File: src/rtl/pipelined_inst_decoder.sv
// KGP-RISC decode stage: splits an instruction into fields and control flags behind a
// one-entry valid/ready output register, with a load-use bubble inserter and branch flush.
module pipelined_inst_decoder #(
  parameter int REG_W        = 5,
  parameter int FUNC_W       = 4,   // bits [3:1] are interpreted, so at least 4
  parameter int IMM_W        = 16,
  parameter int DATA_W       = 32,
  parameter int STALL_CYCLES = 1,
  localparam int INST_W      = 2 + 2*REG_W + FUNC_W + IMM_W
) (
  input  logic              clk,
  input  logic              rst,
  input  logic              in_valid,
  output logic              in_ready,
  input  logic [INST_W-1:0] inst,
  input  logic              flush,
  output logic              out_valid,
  input  logic              out_ready,
  output logic [1:0]        opcode,
  output logic [REG_W-1:0]  rs,
  output logic [REG_W-1:0]  rt,
  output logic [REG_W-1:0]  shamt,
  output logic [FUNC_W-1:0] func,
  output logic [DATA_W-1:0] offset,
  output logic              mem_read,
  output logic              mem_write,
  output logic              reg_write,
  output logic              is_branch
);

  localparam int FUNC_LSB = IMM_W;
  localparam int RT_LSB   = FUNC_LSB + FUNC_W;
  localparam int RS_LSB   = RT_LSB + REG_W;
  localparam int OP_LSB   = RS_LSB + REG_W;

  localparam int CNT_W = (STALL_CYCLES < 1) ? 1 : $clog2(STALL_CYCLES + 1);

  localparam logic [1:0] OP_ALU   = 2'b00;
  localparam logic [1:0] OP_LOAD  = 2'b01;
  localparam logic [1:0] OP_STORE = 2'b10;
  localparam logic [1:0] OP_BRANCH= 2'b11;

  typedef struct packed {
    logic [1:0]        opcode;
    logic [REG_W-1:0]  rs;
    logic [REG_W-1:0]  rt;
    logic [REG_W-1:0]  shamt;
    logic [FUNC_W-1:0] func;
    logic [DATA_W-1:0] offset;
    logic              mem_read;
    logic              mem_write;
    logic              reg_write;
    logic              is_branch;
  } bundle_t;

  // Raw instruction fields
  logic [1:0]        f_op;
  logic [REG_W-1:0]  f_rs;
  logic [REG_W-1:0]  f_rt;
  logic [FUNC_W-1:0] f_func;
  logic [IMM_W-1:0]  f_off;
  logic [DATA_W-1:0] f_sext;

  assign f_op   = inst[OP_LSB +: 2];
  assign f_rs   = inst[RS_LSB +: REG_W];
  assign f_rt   = inst[RT_LSB +: REG_W];
  assign f_func = inst[FUNC_LSB +: FUNC_W];
  assign f_off  = inst[0 +: IMM_W];
  assign f_sext = DATA_W'($signed(f_off));

  bundle_t dec;
  logic    uses_rs;
  logic    uses_rt;

  always_comb begin
    // NOTE: every output of this block gets a default first, so no path can leave one
    // unassigned and infer a latch.
    dec        = '0;
    uses_rs    = 1'b0;
    uses_rt    = 1'b0;
    dec.opcode = f_op;
    unique case (f_op)
      OP_ALU: begin
        dec.rs        = f_rs;
        dec.func      = f_func;
        dec.reg_write = 1'b1;
        uses_rs       = 1'b1;
        if (f_func[3]) begin
          dec.shamt = f_rt;
        end else begin
          dec.rt  = f_rt;
          uses_rt = 1'b1;
        end
        if (f_func[2:1] == 2'b10) dec.offset = f_sext;
      end
      OP_LOAD: begin
        dec.rs        = f_rs;
        dec.rt        = f_rt;
        dec.func      = f_func;
        dec.offset    = f_sext;
        dec.mem_read  = 1'b1;
        dec.reg_write = 1'b1;
        uses_rs       = 1'b1;
      end
      OP_STORE: begin
        dec.rs        = f_rs;
        dec.rt        = f_rt;
        dec.func      = f_func;
        dec.offset    = f_sext;
        dec.mem_write = (f_func == FUNC_W'(1));
        uses_rs       = 1'b1;
        uses_rt       = 1'b1;
      end
      OP_BRANCH: begin
        dec.is_branch = 1'b1;
        if (f_func[3]) begin
          dec.rs     = f_rs;
          dec.rt     = f_rt;
          dec.offset = f_sext;
          uses_rs    = 1'b1;
          uses_rt    = 1'b1;
        end else if (f_func[3:1] == 3'b000) begin
          dec.offset = f_sext;
        end else if (f_func[3:1] == 3'b001) begin
          // return: no operands
        end else begin
          dec.rs     = f_rs;
          dec.offset = f_sext;
          uses_rs    = 1'b1;
        end
      end
      default: ;
    endcase
  end

  // Load-use hazard state
  logic [CNT_W-1:0] cnt;
  logic [REG_W-1:0] ld_dst;
  logic             hazard;
  logic             accept;
  logic             load_sets_dst;

  // A zero destination can never match because ld_dst is only written with nonzero values.
  assign hazard = (cnt != '0) && in_valid && (ld_dst != '0) &&
                  ((uses_rs && (dec.rs == ld_dst)) || (uses_rt && (dec.rt == ld_dst)));

  assign in_ready      = !rst && !flush && !hazard && (!out_valid || out_ready);
  assign accept        = in_valid && in_ready;
  assign load_sets_dst = (f_op == OP_LOAD) && (f_rt != '0);

  bundle_t out_q;

  always_ff @(posedge clk) begin
    // NOTE: state registers use non-blocking assignment so every flop samples the
    // pre-edge values regardless of statement order.
    if (rst) begin
      out_q     <= '0;
      out_valid <= 1'b0;
      cnt       <= '0;
      ld_dst    <= '0;
    end else if (flush) begin
      out_valid <= 1'b0;
      cnt       <= '0;
    end else begin
      if (accept) begin
        out_q     <= dec;
        out_valid <= 1'b1;
      end else if (out_ready) begin
        out_valid <= 1'b0;
      end

      if (accept && load_sets_dst) begin
        cnt    <= CNT_W'(STALL_CYCLES);
        ld_dst <= f_rt;
      end else if (out_ready && (cnt != '0)) begin
        cnt <= cnt - CNT_W'(1);
      end
    end
  end

  assign opcode    = out_q.opcode;
  assign rs        = out_q.rs;
  assign rt        = out_q.rt;
  assign shamt     = out_q.shamt;
  assign func      = out_q.func;
  assign offset    = out_q.offset;
  assign mem_read  = out_q.mem_read;
  assign mem_write = out_q.mem_write;
  assign reg_write = out_q.reg_write;
  assign is_branch = out_q.is_branch;

endmodule

File: config.mk
export PLATFORM = sky130hd
export DESIGN_NAME = pipelined_inst_decoder
export DESIGN_NICKNAME = d
export VERILOG_FILES = /design/src/rtl/pipelined_inst_decoder.sv
export SDC_FILE = /design/constraint.sdc
export NUM_CORES = 1
export LEC_CHECK = 0
export BUFFER_PORTS_ARGS = -buffer_cell sky130_fd_sc_hd__buf_2
export CAP_MARGIN = 25
export CELL_PAD_IN_SITES_DETAIL_PLACEMENT = 1
export CELL_PAD_IN_SITES_GLOBAL_PLACEMENT = 1
export CORE_AREA = 2 2 91 93
export DETAILED_ROUTE_END_ITERATION = 6
export DIE_AREA = 0 0 93 95
export GPL_TIMING_DRIVEN = 0
export HOLD_SLACK_MARGIN = 0.06
export PLACE_DENSITY_LB_ADDON = 0.08
export RECOVER_POWER = 100
export SETUP_SLACK_MARGIN = 0.3
export SLEW_MARGIN = 20
export SYNTH_ARGS = -nofsm -noshare
export SYNTH_HDL_FRONTEND = slang
export SYNTH_SLANG_ARGS = --single-unit
File: constraint.sdc
create_clock -name clk -period 2.2 [get_ports clk]
set_clock_uncertainty 0.2 [all_clocks]
set_input_delay 0.11 -clock clk [delete_from_list [all_inputs] [get_ports clk]]
set_output_delay 0.11 -clock clk [all_outputs]
set_load 0.02 [all_outputs]
Yosys cells after proc, flatten, opt, wreduce, memory -nomap -nowiden
Index checks and enable logic that the tools add are counted.
- register bits: 64
- logic and storage cells: 81
- $add $sub $neg: 1
- equal/unequal tests: 8
- muxes and demuxes: 28
- bitwise logic cells: 1
- reduce and logical (&&, ||, !) cells: 30
- operator list (kind ; number):
    32-bit two-way mux ; 4
    32-bit one-hot mux with 3 select lines ; 1
    5-bit two-way mux ; 6
    10-bit one-hot mux with 3 select lines ; 1
    1-bit two-way mux ; 13
    1-bit logical AND ; 12
    5-bit == test ; 2
    5-bit nonzero test ; 2
    2-bit == test (second input constant) ; 3
    2-bit OR reduction ; 3
    4-bit by 1-bit == test with 1-bit output (second input constant) ; 1
    1-bit zero test ; 4
    4-bit two-way mux ; 1
    2-bit AND reduction ; 2
    2-bit nonzero test ; 2
    3-bit by 1-bit == test with 1-bit output (second input constant) ; 1
    3-bit zero test ; 1
    1-bit one-hot mux with 3 select lines ; 1
    3-bit OR reduction ; 1
    2-bit by 1-bit == test with 1-bit output (second input constant) ; 1
    2-bit zero test ; 1
    1-bit logical OR ; 2
    1-bit one-hot mux with 2 select lines ; 1
    1-bit NOT ; 1
    1-bit subtractor (second input constant) ; 1

Logic depth before layout (Yosys ltp)
Gate-level depths: netlist of the first run.
- depth after elaboration: 15
- gate-level depth with buffers: 10

Worst setup path after synthesis of the first run
No wires, ideal clock.
- kind: in2reg
- start point: in inst[30]
- end point: reg ld_dst[0]
- setup time: 0.121 ns
- data arrival time: 1.925 ns
- data required time: 1.879 ns
- path slack: -0.046 ns
- cell stages on the path: 9
- cells stage by stage: inv_1 -> ha_1 -> and2_1 -> clkbuf_8 -> o31a_1 -> a2111oi_2 -> a21oi_2 -> nand3_2 -> mux2_2
- longest elaborated chain between the ends: 13
- elaborated cells between the ends (all ways): 22
- ends and longest elaborated chain (element ; line ; source):
    from (decl) ; 15 ; input logic [INST_W-1:0] inst,
    2-bit by 1-bit == test with 1-bit output / 2-bit == test (equally long branches) ; 82, 149 ;
    2-bit OR reduction (no line) ; - ;
    10-bit one-hot mux with 3 select lines ; 82 ; unique case (f_op)
    5-bit == test ; 145 ; ((uses_rs && (dec.rs == ld_dst)) || (uses_rt && (dec.rt == ld_dst)));
    1-bit logical AND ; 145 ;
    1-bit logical OR ; 145 ;
    1-bit logical AND ; 144 ; assign hazard = (cnt != '0) && in_valid && (ld_dst != '0) &&
    1-bit zero test ; 147 ; assign in_ready = !rst && !flush && !hazard && (!out_valid || out_ready);
    1-bit logical AND (2 in series) ; 147 ;
    1-bit logical AND ; 148 ; assign accept = in_valid && in_ready;
    1-bit logical AND * ; 172 ; if (accept && load_sets_dst) begin
    2-bit AND reduction (no line) * ; - ;
    to (signal assigned) ; 174 ; ld_dst <= f_rt;
    to (decl) ; 138 ; logic [REG_W-1:0] ld_dst;
Every way passes the cells marked *; elsewhere a longest branch is shown, timed or not.
A chain may end at the register's enable or synchronous reset.

Worst setup path in the final report of the first run
- start point: reg ld_dst[4]
- end point: out in_ready
- longest elaborated chain between the ends: 7
- elaborated cells between the ends (all ways): 11
- ends and longest elaborated chain (element ; line ; source):
    5-bit == test ; 145 ;
    1-bit logical AND ; 145 ;
    1-bit logical OR ; 145 ;
    1-bit logical AND * ; 144 ;
    1-bit zero test * ; 147 ;
    1-bit logical AND * (2 in series) ; 147 ;
    to (decl) ; 14 ; output logic in_ready,
Marks and branches as above.

==> summary.md, run 1 <==
| Metric | Value |
|---|---|
| Commonest cells post-synth | `dfxtp_1 (48), nand2b_1 (47), mux2i_1 (41)` |
| Sequential area share after synthesis | `0.376` |
| Share of the synthesized area in the top cell type | `0.376` |
| CTS tree | `done` |
| Hold Path Class | `in -> reg` |
| Internal reg-to-reg setup slack | `-0.11 ns` |
| Violated checks | `setup timing` |
| Prevailing post-synth register cell | `dfxtp_1` |
| Die W | `93 um` |
| Netlist Area Pre-Place | `2550 sq um` |
| Top post-synthesis cells by area | `dfxtp_1 (38%), mux2i_1 (16%), nand2b_1 (12%)` |
| Peak supply drop | `0.000289 V` |
| Critical Path AT | `2.01 ns` |
| H-tree levels | `2` |
| Asr flop ratio synth | `0` |
| Yosys warns | `0` |
| Critical Path Source Type | `flop` |
| Worst r2r src | `ld_dst[4]` |
| CTS Root Cell | `clkbuf_8` |
| HPWL after DPL | `5.21 mm` |
| Reg2reg end | `mem_read` |
| Part of the cycle the worst path needs | `1.06` |
| Inserted Diodes | `0` |
| Sinks on Clock Net | `48` |
| Cell area power density | `516 nW/um^2` |
| DP Worst Slack | `-0.694 ns` |
| Num CTS Buffers | `5` |
| # port buffers | `95` |
| DIE AREA | `8840 sq um` |
| Share of post-route cells with drive strength above 1 | `0.307` |
| RSZ-0062 raised after global routing | `true` |
| Worst setup path endpoint | `in_ready` |
| Core Area | `7930 sq um` |
| P&R area growth vs syn | `51.4%` |
| Critical path origin | `ld_dst[4]` |
| Final nets | `457` |
| Initial core utilization | `0.322` |
| Maximum fanout along the worst path | `2` |
| GRT Total Usage | `0.176` |
| Vias in the first global route | `2455` |
| Endpoints failing setup | `47` |
| Worst-path clk slew | `0.09 ns` |
| P_leak | `0.00181 uW` |
| Total number of vias | `2376` |
| Mapped Cells | `270` |
| Crit Path Category | `reg -> out` |
| Mapped Nets | `311` |
| Flop and latch count out of synthesis | `48` |
| Number of routed nets with antenna violations | `0` |
| Clock Latency Late Sink | `0.31 ns` |
| FF-to-FF path depth | `8` |
| Worst EP required | `1.89 ns` |
| DR pass1 iterations | `4` |
| Min Hold Slack | `0.0905 ns` |
| Final worst slack | `-0.123 ns` |
| Wirelength per Cell | `14.7 um` |
| Chip height | `95 um` |
| Total grt overflow | `0` |
| Rel. slew slack | `0.629` |
| Clk buf depth | `2` |
| I/O pins | `96` |
| Initial antenna violation count | `0` |
| DRT Wirelength | `7.65 mm` |
| Clock period minus worst slack | `2.32 ns` |
| Final Hold Fails | `0` |
| Fmax | `431 MHz` |
| Post-synth EDFFs | `0` |
| CP Capture Type | `primary output` |
| Vias/cell | `4.55` |
| Residual DRC | `0` |
| Most common cell in the netlist | `dfxtp_1` |
| Status | `finished with violations` |
| First-pass GRT wire length | `12.0 mm` |
| Worst Tran Pin Value | `0.555 ns` |
| Distinct cell type count after synthesis | `48` |
| Starting DRT DRC Count | `49` |
| Maxcap violations | `0` |
| Cell taking the most area after synthesis | `dfxtp_1` |
| Max-slew violations | `0` |
| Mean Syn Cell Area | `9.46 sq um` |
| Setup TNS | `-3.73 ns` |
| GP Congestion | `0.785` |
| # rows | `33` |
| Largest net degree at the start of global routing | `19` |
| Utilization after layout | `0.488` |
==> cell type report <==
type	instances	area [sq um]
tap	105	131
timing repair buffer	139	878
clock buffer	5	68.8
fill	977	4060
clock inverter	3	42.5
inverter	8	30.0
buffer	29	263
multi-input combinational	185	1490
sequential	48	968
==> state kept, by name, summed over array words and instances, names as in the netlist <==
register / flops
ld_dst: 5
opcode: 2
mem_read: 1
out_valid: 1
offset: 16
cnt: 1
mem_write: 1
rt: 5
is_branch: 1
rs: 5
reg_write: 1
func: 4
shamt: 5
==> stage by stage <==
stage,instance area [sq um],cells,power (uW)
final,3870,522,1990
after global routing,3870,522,2100
after CTS,3840,519,2010
after detailed placement,3220,470,1280
after global placement,3220,470,1280
after floorplan,2620,270,1150
==> worst min-delay path by stage <==
stage | cells after the start | startpoint | end
finish | 4 | rst | rs[4]
global route | 4 | rst | rt[4]
CTS | 4 | inst[19] | mem_write
detailed placement | 3 | inst[14] | offset[14]
global placement | 3 | inst[4] | offset[4]
floorplan | 2 | inst[0] | offset[0]
==> what timing repair did <==
item | in CTS | in global routing
pin swaps | 6 | 3
buffers inserted | 5 | 3
hold buffers | 35 | 0
hold endpoints to repair | 45 | 0
setup endpoints to repair | 49 | 49
resized for setup | 19 | 17
cloned | 1 | 0
==> cells in the final DEF, fill, tap and decap left out, types with 2 or more instances in the layout <==
cell / instances
dfxtp_1: 44
a21oi_1: 2
o22ai_1: 2
nand2b_1: 47
mux2i_1: 41
nor2_1: 7
ha_1: 3
buf_4: 5
a2111oi_4: 3
xnor2_1: 4
nand3_1: 2
clkbuf_1: 45
inv_1: 8
clkbuf_8: 6
buf_12: 2
and2_1: 2
dlygate4sd3_1: 35
a21boi_0: 2
dfxtp_2: 3
buf_6: 5
or4_4: 2
nand2_1: 33
nor2b_1: 3
clkbuf_4: 16
mux2_2: 2
buf_2: 53
mux2_4: 3
a21boi_2: 2
buf_8: 3
==> per-layer routing <==
metal	track usage	routed length, um	part of all wire
met2	0.322	3920	0.51
met4	0.0502	95	0.012
met1	0.211	3380	0.44
met5	0	0	0
met3	0.0295	255	0.033
==> logic make-up (layout without fill, tap and decap cells) <==
group / Yosys count / in the layout / synth area share
and+or+nand+nor: 108 / 108 / 0.233
DFF: 48 / 48 / 0.376
adders and majority gates: 4 / 4 / 0.0196
AOI/OAI and AO/OA: 23 / 23 / 0.0735
xor gates and xnor gates: 4 / 4 / 0.0137
buffers and inverters: 37 / 184 / 0.101
muxes: 46 / 46 / 0.183
==> critical path: stages, from the launching register on <==
cell	delay, ns
dfxtp_4	0.35
or4_4	0.55
o21bai_4	0.19
o41ai_2	0.06
buf_4	0.18
nand2_2	0.05
and4_4	0.20
buf_6	0.12
==> power breakdown <==
part	internal, uW	switching, uW	leakage [uW]
Combinational	204	222	0.00137
Sequential	897	18.0	0.000392
Clock	337	317	0.0000541
Total	1440	558	0.00181
Note: power is estimated with default switching activity, not from simulation.
==> run 2, diff against run 1 <==
RECOVER_POWER = unset   (was 100)
==> run 2 against run 1 <==
Net effect:
- the run still ends with setup timing left
- clock power about the same
- cell count unchanged
- flip-flop and latch count unchanged
- die area unchanged
- global-route usage unchanged
- via count about the same
- critical path depth unchanged
- combinational power up 2%
- wire length down 0.26%
- sequential share of layout area down 0.34 points
- utilization up 0.66 points
- critical endpoint unchanged
==> summary.md, run 2 (synthesis gave the netlist of run 1 again) <==
| Metric | Value |
|---|---|
| Endpoints failing setup | `47 (unchanged)` |
| Clock Latency Late Sink | `0.31 ns (about the same)` |
| Residual DRC | `0 (unchanged)` |
| # rows | `33 (unchanged)` |
| Rel. slew slack | `0.629 (about the same)` |
| Cell area power density | `511 nW/um^2 (was 516 nW/um^2)` |
| Worst path max stage delay | `0.55 ns (about the same)` |
| I/O pins | `96 (unchanged)` |
| Final worst slack | `-0.124 ns (was -0.123 ns)` |
| Dpl cell area | `3220 sq um (unchanged)` |
| Critical Path AT | `2.01 ns (about the same)` |
| Max reg flops | `16 (unchanged)` |
| Sinks on Clock Net | `48 (unchanged)` |
| WP depth | `7 (unchanged)` |
| Maxcap violations | `0 (unchanged)` |
| Clock period minus worst slack | `2.32 ns (about the same)` |
| Tot Pwr | `2000 uW (was 1990 uW)` |
| Largest net degree at the start of global routing | `19 (unchanged)` |
| Internal reg-to-reg setup slack | `-0.12 ns (was -0.11 ns)` |
| P&R area growth vs syn | `53.4% (was 51.4%)` |
| CTS Root Cell | `clkbuf_8 (unchanged)` |
| Part of the cycle the worst path needs | `1.06 (about the same)` |
| RSZ-0062 raised after global routing | `true (unchanged)` |
| CP cell instances | `or4_4, o21bai_4, o41ai_2, buf_4, nand2_2, and4_4, buf_6 (unchanged)` |
| Post-route cell area | `3920 sq um (was 3870 sq um)` |
| CP Capture Type | `primary output (unchanged)` |
| Most frequent cells in the layout | `buf_2 (95), nand2b_1 (47), dfxtp_1 (44) (was buf_2 (53), nand2b_1 (47), clkbuf_1 (45))` |
| Crit Path Category | `reg -> out (unchanged)` |
| Delay-heaviest family, CP | `simple AND/OR/NAND/NOR gates (unchanged)` |
| Share of post-route cells with drive strength above 1 | `0.408 (was 0.307)` |
| Most common cell after layout, fill and taps aside | `buf_2 (unchanged)` |
| P_leak | `0.00200 uW (was 0.00181 uW)` |
| Initial antenna violation count | `0 (unchanged)` |
| GRT Total Usage | `0.176 (unchanged)` |
| Worst-path clk slew | `0.09 ns (about the same)` |
| DRT Wirelength | `7.63 mm (was 7.65 mm)` |
| Final std cells w/o fill | `522 (unchanged)` |
| Number of routed nets with antenna violations | `0 (unchanged)` |
| HP Start | `rst (unchanged)` |
| Status | `finished with violations (unchanged)` |
| Inserted Diodes | `0 (unchanged)` |
| Fmax | `430 MHz (was 431 MHz)` |
| Placed insts | `470 (unchanged)` |
| Critical path origin | `ld_dst[4] (unchanged)` |
| Total number of vias | `2374 (was 2376)` |
| Total grt overflow | `0 (unchanged)` |
| Chip height | `95 um (unchanged)` |
| Worst EP required | `1.89 ns (about the same)` |
| # port buffers | `95 (unchanged)` |
| Wirelength per Cell | `14.6 um (was 14.7 um)` |
| First-pass GRT wire length | `12.0 mm (unchanged)` |
| Worst Path Buf+Inv | `2 (unchanged)` |
| Worst path slowest cell | `or4_4 (unchanged)` |
| Max-slew violations | `0 (unchanged)` |
| Worst Tran Pin Value | `0.555 ns (about the same)` |
| CTS tree | `done (unchanged)` |
| Clk buf depth | `2 (unchanged)` |
| Num CTS Buffers | `5 (unchanged)` |
| Vias in the first global route | `2455 (unchanged)` |
| Vias/cell | `4.55 (about the same)` |
| Peak supply drop | `0.000289 V (about the same)` |
| DR pass1 iterations | `4 (unchanged)` |
| HPWL after DPL | `5.21 mm (unchanged)` |
| Violated checks | `setup timing (unchanged)` |
| Starting DRT DRC Count | `58 (was 49)` |
| Maximum fanout along the worst path | `2 (unchanged)` |
| Core Area | `7930 sq um (unchanged)` |
| Final Hold Fails | `0 (unchanged)` |
| Worst r2r src | `ld_dst[4] (unchanged)` |
| Initial core utilization | `0.322 (unchanged)` |
| Fill cell count | `967 (was 977)` |
| DIE AREA | `8840 sq um (unchanged)` |
| Hold depth | `4 (unchanged)` |
| Critical Path Source Type | `flop (unchanged)` |
| Hold Path Class | `in -> reg (unchanged)` |
| Die W | `93 um (unchanged)` |
| H-tree levels | `2 (unchanged)` |
| Min Hold Slack | `0.0886 ns (was 0.0905 ns)` |
| GP Congestion | `0.785 (unchanged)` |
| FF-to-FF path depth | `9 (was 8)` |
| Final nets | `457 (unchanged)` |
==> run 2: path summary, 6_finish.rpt <==
path,to
worst max-delay path,in_ready
worst min-delay path,rs[4]
worst max register to register,rt[3]
worst min register to register,reg_write
==> run 2: layout make-up <==
class | count | area, sq um | area share
Buffer | 29 | 263 | 0.0670
Clock buffer | 5 | 68.8 | 0.0176
Clock inverter | 3 | 42.5 | 0.0109
Inverter | 8 | 30.0 | 0.00766
Multi-Input combinational cell | 185 | 1490 | 0.379
Sequential cell | 48 | 968 | 0.247
Tap cell | 105 | 131 | 0.0335
Timing Repair Buffer | 139 | 931 | 0.237
==> run 2: worst reg2reg max path: stages (launching register included) <==
cell,delay [ns]
dfxtp_4,0.35
or4_4,0.55
o21bai_4,0.19
o41ai_2,0.06
buf_4,0.18
a21oi_2,0.06
buf_4,0.17
nand2_8,0.11
buf_8,0.17
mux2i_1,0.20
==> run 2: power breakdown <==
part	total (uW)	switching, uW	internal (uW)
Sequential	914	17.4	896
Clock	654	317	337
Combinational	434	222	212
Total	2000	557	1450
==> run 2: what timing repair did <==
| action | in CTS | in global routing |
|---|---|---|
| pin swaps | 6 | 3 |
| cloned | 1 | 0 |
| gates resized for setup | 19 | 17 |
| buffers inserted | 5 | 3 |
| hold endpoints to repair | 45 | 0 |
| endpoints found under the setup margin | 49 | 49 |
| hold buffers | 35 | 0 |
==> run 2: routing by layer <==
| metal | global-route usage | vias to the layer above | routed length, um |
|---|---|---|---|
| met2 | 0.322 | 42 | 3920 |
| li1 | - | 1180 | - |
| met5 | 0 | - | 0 |
| met1 | 0.211 | 1143 | 3370 |
| met3 | 0.0295 | 9 | 249 |
| met4 | 0.0502 | 0 | 95 |
==> run 2: through the flow <==
stage                     worst slack (ns)  setup TNS [ns]  utilization
after global routing                -0.211           -8.47        0.494
final                               -0.124           -3.80        0.494
after global placement              -0.703          -15.58        0.407
after CTS                           -0.148           -2.73        0.485
after detailed placement            -0.694          -17.03        0.407
after floorplan                     0.0442               0            -
